File: config.mk
export PLATFORM = sky130hd
export DESIGN_NAME = seq_mul_ctrl
export DESIGN_NICKNAME = d
export VERILOG_FILES = /design/src/rtl/seq_mul_ctrl.sv
export SDC_FILE = /design/constraint.sdc
export NUM_CORES = 1
export LEC_CHECK = 0
export BUFFER_PORTS_ARGS = -buffer_cell sky130_fd_sc_hd__buf_2
export CORE_AREA = 2 2 92 94
export CTS_CLUSTER_SIZE = 30
export DETAILED_ROUTE_END_ITERATION = 10
export DIE_AREA = 0 0 94 96
export PLACE_DENSITY_LB_ADDON = 0.3
export RECOVER_POWER = 100
export SETUP_SLACK_MARGIN = 0.15
export SLEW_MARGIN = 30
export SYNTH_ARGS = -nofsm -noshare
export SYNTH_HDL_FRONTEND = slang
export SYNTH_SLANG_ARGS = --single-unit
export TNS_END_PERCENT = 30
File: constraint.sdc
create_clock -name clk -period 3.04 [get_ports clk]
set_clock_uncertainty 0.2 [all_clocks]
set_input_delay 0.304 -clock clk [delete_from_list [all_inputs] [get_ports clk]]
set_output_delay 0.304 -clock clk [all_outputs]
set_load 0.02 [all_outputs]
File: src/rtl/seq_mul_ctrl.sv
// +--------------------------------------------------------------------------+
// | Module   : seq_mul_ctrl                                                  |
// | Function : shift-add sign-magnitude multiplier, two's-complement result  |
// | Revision : 1.0 - initial release                                         |
// +--------------------------------------------------------------------------+
`default_nettype none

module seq_mul_ctrl #(
  parameter int WIDTH = 6
) (
  input  logic               clk,
  input  logic               rst_n,
  input  logic               start,
  input  logic [WIDTH-1:0]   a,
  input  logic [WIDTH-1:0]   b,
  output logic               busy,
  output logic               done,
  output logic [2*WIDTH-1:0] out
);

  localparam int c_cnt_w = $clog2(WIDTH);
  localparam int c_mag_w = WIDTH - 1;
  localparam int c_acc_w = 2 * WIDTH - 2;
  localparam logic [c_cnt_w-1:0] c_cnt_last = c_cnt_w'(WIDTH - 2);
  localparam logic [c_cnt_w-1:0] c_cnt_one  = c_cnt_w'(1);

  typedef enum logic [1:0] {
    S_IDLE = 2'd0,
    S_CALC = 2'd1,
    S_FIX  = 2'd2
  } state_t;

  state_t               r_state;
  state_t               w_state_nxt;
  logic [c_mag_w-1:0]   r_ma;
  logic [c_mag_w-1:0]   r_mb;
  logic                 r_sgn;
  logic [c_acc_w-1:0]   r_acc;
  logic [c_cnt_w-1:0]   r_cnt;
  logic                 r_busy;
  logic                 r_done;
  logic [2*WIDTH-1:0]   r_out;
  logic [c_acc_w-1:0]   w_addend;
  logic [2*WIDTH-1:0]   w_ext;
  logic [2*WIDTH-1:0]   w_result;

  always_ff @(posedge clk or negedge rst_n) begin
    if (!rst_n) r_state <= S_IDLE;
    else        r_state <= w_state_nxt;
  end

  always_comb begin
    w_state_nxt = r_state;
    case (r_state)
      S_IDLE:  if (start) w_state_nxt = S_CALC;
      S_CALC:  if (r_cnt == c_cnt_last) w_state_nxt = S_FIX;
      S_FIX:   w_state_nxt = S_IDLE;
      default: w_state_nxt = S_IDLE;
    endcase
  end

  // Negating a zero accumulator yields zero, so -0 inputs come out as 0.
  assign w_addend = {{c_mag_w{1'b0}}, r_ma} << r_cnt;
  assign w_ext    = {2'b00, r_acc};
  assign w_result = r_sgn ? -w_ext : w_ext;

  always_ff @(posedge clk or negedge rst_n) begin
    if (!rst_n) begin
      r_ma   <= '0;
      r_mb   <= '0;
      r_sgn  <= 1'b0;
      r_acc  <= '0;
      r_cnt  <= '0;
      r_busy <= 1'b0;
      r_done <= 1'b0;
      r_out  <= '0;
    end else begin
      r_busy <= (w_state_nxt != S_IDLE);
      r_done <= (r_state == S_FIX);
      case (r_state)
        S_IDLE: begin
          if (start) begin
            r_ma  <= a[WIDTH-2:0];
            r_mb  <= b[WIDTH-2:0];
            r_sgn <= a[WIDTH-1] ^ b[WIDTH-1];
            r_acc <= '0;
            r_cnt <= '0;
          end
        end
        S_CALC: begin
          if (r_mb[0]) r_acc <= r_acc + w_addend;
          r_mb  <= r_mb >> 1;
          r_cnt <= r_cnt + c_cnt_one;
        end
        S_FIX: begin
          r_out <= w_result;
        end
        default: ;
      endcase
    end
  end

  assign busy = r_busy;
  assign done = r_done;
  assign out  = r_out;

endmodule

`default_nettype wire

==> results.md <==
* Area contributors post-synth: dfrtp_1 (42%), o21ai_0 (7.0%), ha_1 (6.3%)
* Area share of the leading cell type in the synthesized netlist at a little over two fifths
* Routed Antenna Nets at 0
* Vias in the first global route at 1752
* Grt total ovfl at 0
* Fin crit share at 94.0%
* Max Root-Sink Buffers at 2
* Worst slack at placement at 0.129 ns
* Crit. End Element: flop
* Worst-skew pair later-pin latency at around 0.30 ns
* Sequential-to-total area share from yosys stat at between 40% and 50%
* Most frequent cells in the layout: dfrtp_1 (39), nand2_1 (38), o21ai_0 (33)
* Worst relative slew slack at approximately a third
* I/O pin cnt at 29
* Die X at 94 um
* Worst Hold Launch: b[4]
* Hold-critical path depth at 2
* Die Y at 96 um
* Vias per std cell at 4.78
* Routability Congestion at 0.806
* Post-synth EDFFs at 0
* Startpoint types: flop
* Fraction of the mapped netlist area in adder cells at 7.18%
* Post-Syn Instances at 252
* DR DRC count at 0
* R2r worst-path depth at 9
* Starting Density at 29.4%
* Num rows at 33
* DRT iter0 DRCs at 70
* CTS root buf: clkbuf_8
* Data arrival, critical path at around 2.9 ns
* Layout Area Growth over Synthesis at 13.9%
* Unique masters post-synth at 47
* Syn. warnings at 0
* Ratio of cells with drive above 1 in the final layout at between 10 and 15%
* Final-stage net count at 311
* RSZ-0062 raised after global routing: yes
* Crit. Startpoint: r_cnt[1]$_DFFE_PN0P_
* Worst Tran Pin Value at 1.03 ns
* Main flop type after synthesis: dfrtp_1
* Setup Buffers After CTS at 0
* DR WL/cell at 13.1 um
* Die area at 9020 sq um
* Syn nets at 280
* Total Wirelength at roughly 5.1 mm
* Antenna diode count at 0
* Crit-path max FO at 8
* Reg clk slew, reported paths at roughly 0.080 ns
* Gr usage total at around 12%
* GRT met3 Usage at 2.82%
* Grt met2 use at between 10% and 20%
* CTS buffer count at 5
* Synth Register Bits at 40
* Compound-Gate Fraction of Synth Area at 20.4%
* Initial DRT Pass Iterations at 4
* CTS H-tree lvls at 2
* Post-Synth XOR/XNOR Area at around 4.8%
* FMAX at ~350 MHz
* # clock sinks at 40
* # port buffers at 28
* Max VDD drop at 0.000294 V
* Count of final hold-check violations at 0
* Vias at 1861
* Power per Cell Area at 1110 nW/um^2
* Hpwl dp at 3.80 mm
* Min-delay worst type: in2reg
* Status: completed
* WS Path Type: reg2reg
* Critical Path RT at 3.03 ns
* Final setup fails at 0
* Synth Area in Simple Gates at 15.7%
* RR Startpoint: r_cnt[1]$_DFFE_PN0P_
* Global-route wire length before repair at about 8.6 mm
* Fill cell count at 867
* Largest net degree at the start of global routing at 41
* Main combinational cell family by area after synthesis: compound AO/OA/AOI/OAI gates
* Average cell area after synthesis at 9.40 sq um
* Async set-reset flop share out of synthesis at 100%
* Setup TNS at 0 ns
* Dominant cell type by area after synthesis: dfrtp_1
* Met1 GRT Util at 16.3%
* Commonest non-fill, non-tap cell in the layout: dfrtp_1
* Worst R2R End: r_acc[6]$_DFFE_PN0P_
* Tmin final at 2.86 ns
* Max-Cap Viols at 0
* WHS Endpoint: r_mb[4]$_DFFE_PN0P_
* CORE AREA at 8050 sq um
* Worst R2R Setup Slack at 0.18 ns
* Netlist Area Pre-Place at 2370 sq um
* Leak at 0.00120 uW
* WHS at around 0.019 ns
* Initial antenna violation count at 0
* Multiplexer share of the synthesized area at 4.96%
* Gr busiest metal: met2
* TritonCTS clock tree: built
* Setup ws final at about 0.18 ns
* Final slew viol count at 0
-- worst max-delay path: stages (launching register included) --
cell,delay [ns]
dfrtp_2,0.47
mux2_1,0.39
o21ai_0,0.23
o22ai_1,0.11
ha_1,0.35
o21a_1,0.12
o31a_1,0.13
o21a_1,0.19
or3_1,0.30
a32o_1,0.26
-- cells by family after synthesis --
| logic type | Yosys count |
|---|---|
| flops | 40 |
| mux | 11 |
| simple gates | 75 |
| compound gates | 77 |
| xor+xnor | 13 |
| fa+ha+maj | 13 |
| buf+inv | 23 |
-- final cells by class --
cell class | count | area, sq um | area share [%]
multi-input combinational | 189 | 1240 | 45.8
sequential | 40 | 1000 | 37.1
timing repair buffer | 34 | 155 | 5.75
tap | 105 | 131 | 4.87
clock buffer | 7 | 96.3 | 3.57
inverter | 13 | 48.8 | 1.81
clock inverter | 1 | 30.0 | 1.11
-- metal layers --
layer | wire length (um) | up-vias | part of all wire, %
li1 | - | 964 | -
met1 | 2540 | 856 | 50
met2 | 2240 | 33 | 44
met3 | 200 | 8 | 3.9
met4 | 103 | 0 | 2.0
met5 | 0 | - | 0
-- registers in the layout, summed over array words and instances, names as in the netlist --
signal	count
r_mb	5
out	12
r_ma	5
r_cnt	3
done	1
busy	1
r_acc	10
r_sgn	1
r_state	2
-- synthesized netlist by cell type (3+ instances only) --
| cell type | number |
|---|---|
| ha_1 | 12 |
| o22ai_1 | 4 |
| a21oi_1 | 13 |
| nor2b_1 | 9 |
| or3_1 | 3 |
| xor2_1 | 7 |
| o21ai_0 | 33 |
| nand3_1 | 3 |
| xnor2_1 | 6 |
| mux2_2 | 6 |
| clkbuf_1 | 5 |
| o31ai_1 | 4 |
| nand2_1 | 38 |
| mux2i_1 | 5 |
| nor2_1 | 6 |
| dfrtp_1 | 40 |
| inv_1 | 13 |
| a22oi_1 | 4 |
-- where the power goes --
group / leakage [uW] / internal (uW) / total (uW) / switching (uW)
Sequential: 0.000509 / 746 / 1010 / 268
Combinational: 0.000629 / 643 / 1500 / 860
Clock: 0.0000645 / 290 / 483 / 193
-- repair_timing --
item                                    CTS  global route
endpoints found under the hold margin    40             0
endpoints found under the setup margin    1             4
hold buffers                              1             0
resized for setup                         1             1
-- how the worst max path moves through the flow --
stage / to / slack [ns] / cells after the start
finish: r_acc[6]$_DFFE_PN0P_ / 0.18 / 9
global route: r_acc[6]$_DFFE_PN0P_ / 0.05 / 9
CTS: r_acc[6]$_DFFE_PN0P_ / 0.20 / 9
global placement: r_acc[6]$_DFFE_PN0P_ / 0.19 / 9
floorplan: r_acc[6]$_DFFE_PN0P_ / 0.29 / 10
detailed placement: r_acc[6]$_DFFE_PN0P_ / 0.13 / 9
-- through the flow --
stage | utilization (%) | std cells | cell area, sq um | power [uW]
final | 33.5 | 389 | 2700 | 3000
after global routing | 33.5 | 389 | 2700 | 3310
after CTS | 34.2 | 389 | 2760 | 3100
after detailed placement | 32.5 | 380 | 2620 | 2610
after global placement | 32.5 | 380 | 2620 | 2580
after floorplan | - | 252 | 2370 | 2210
(Power assumes the default switching activity.)
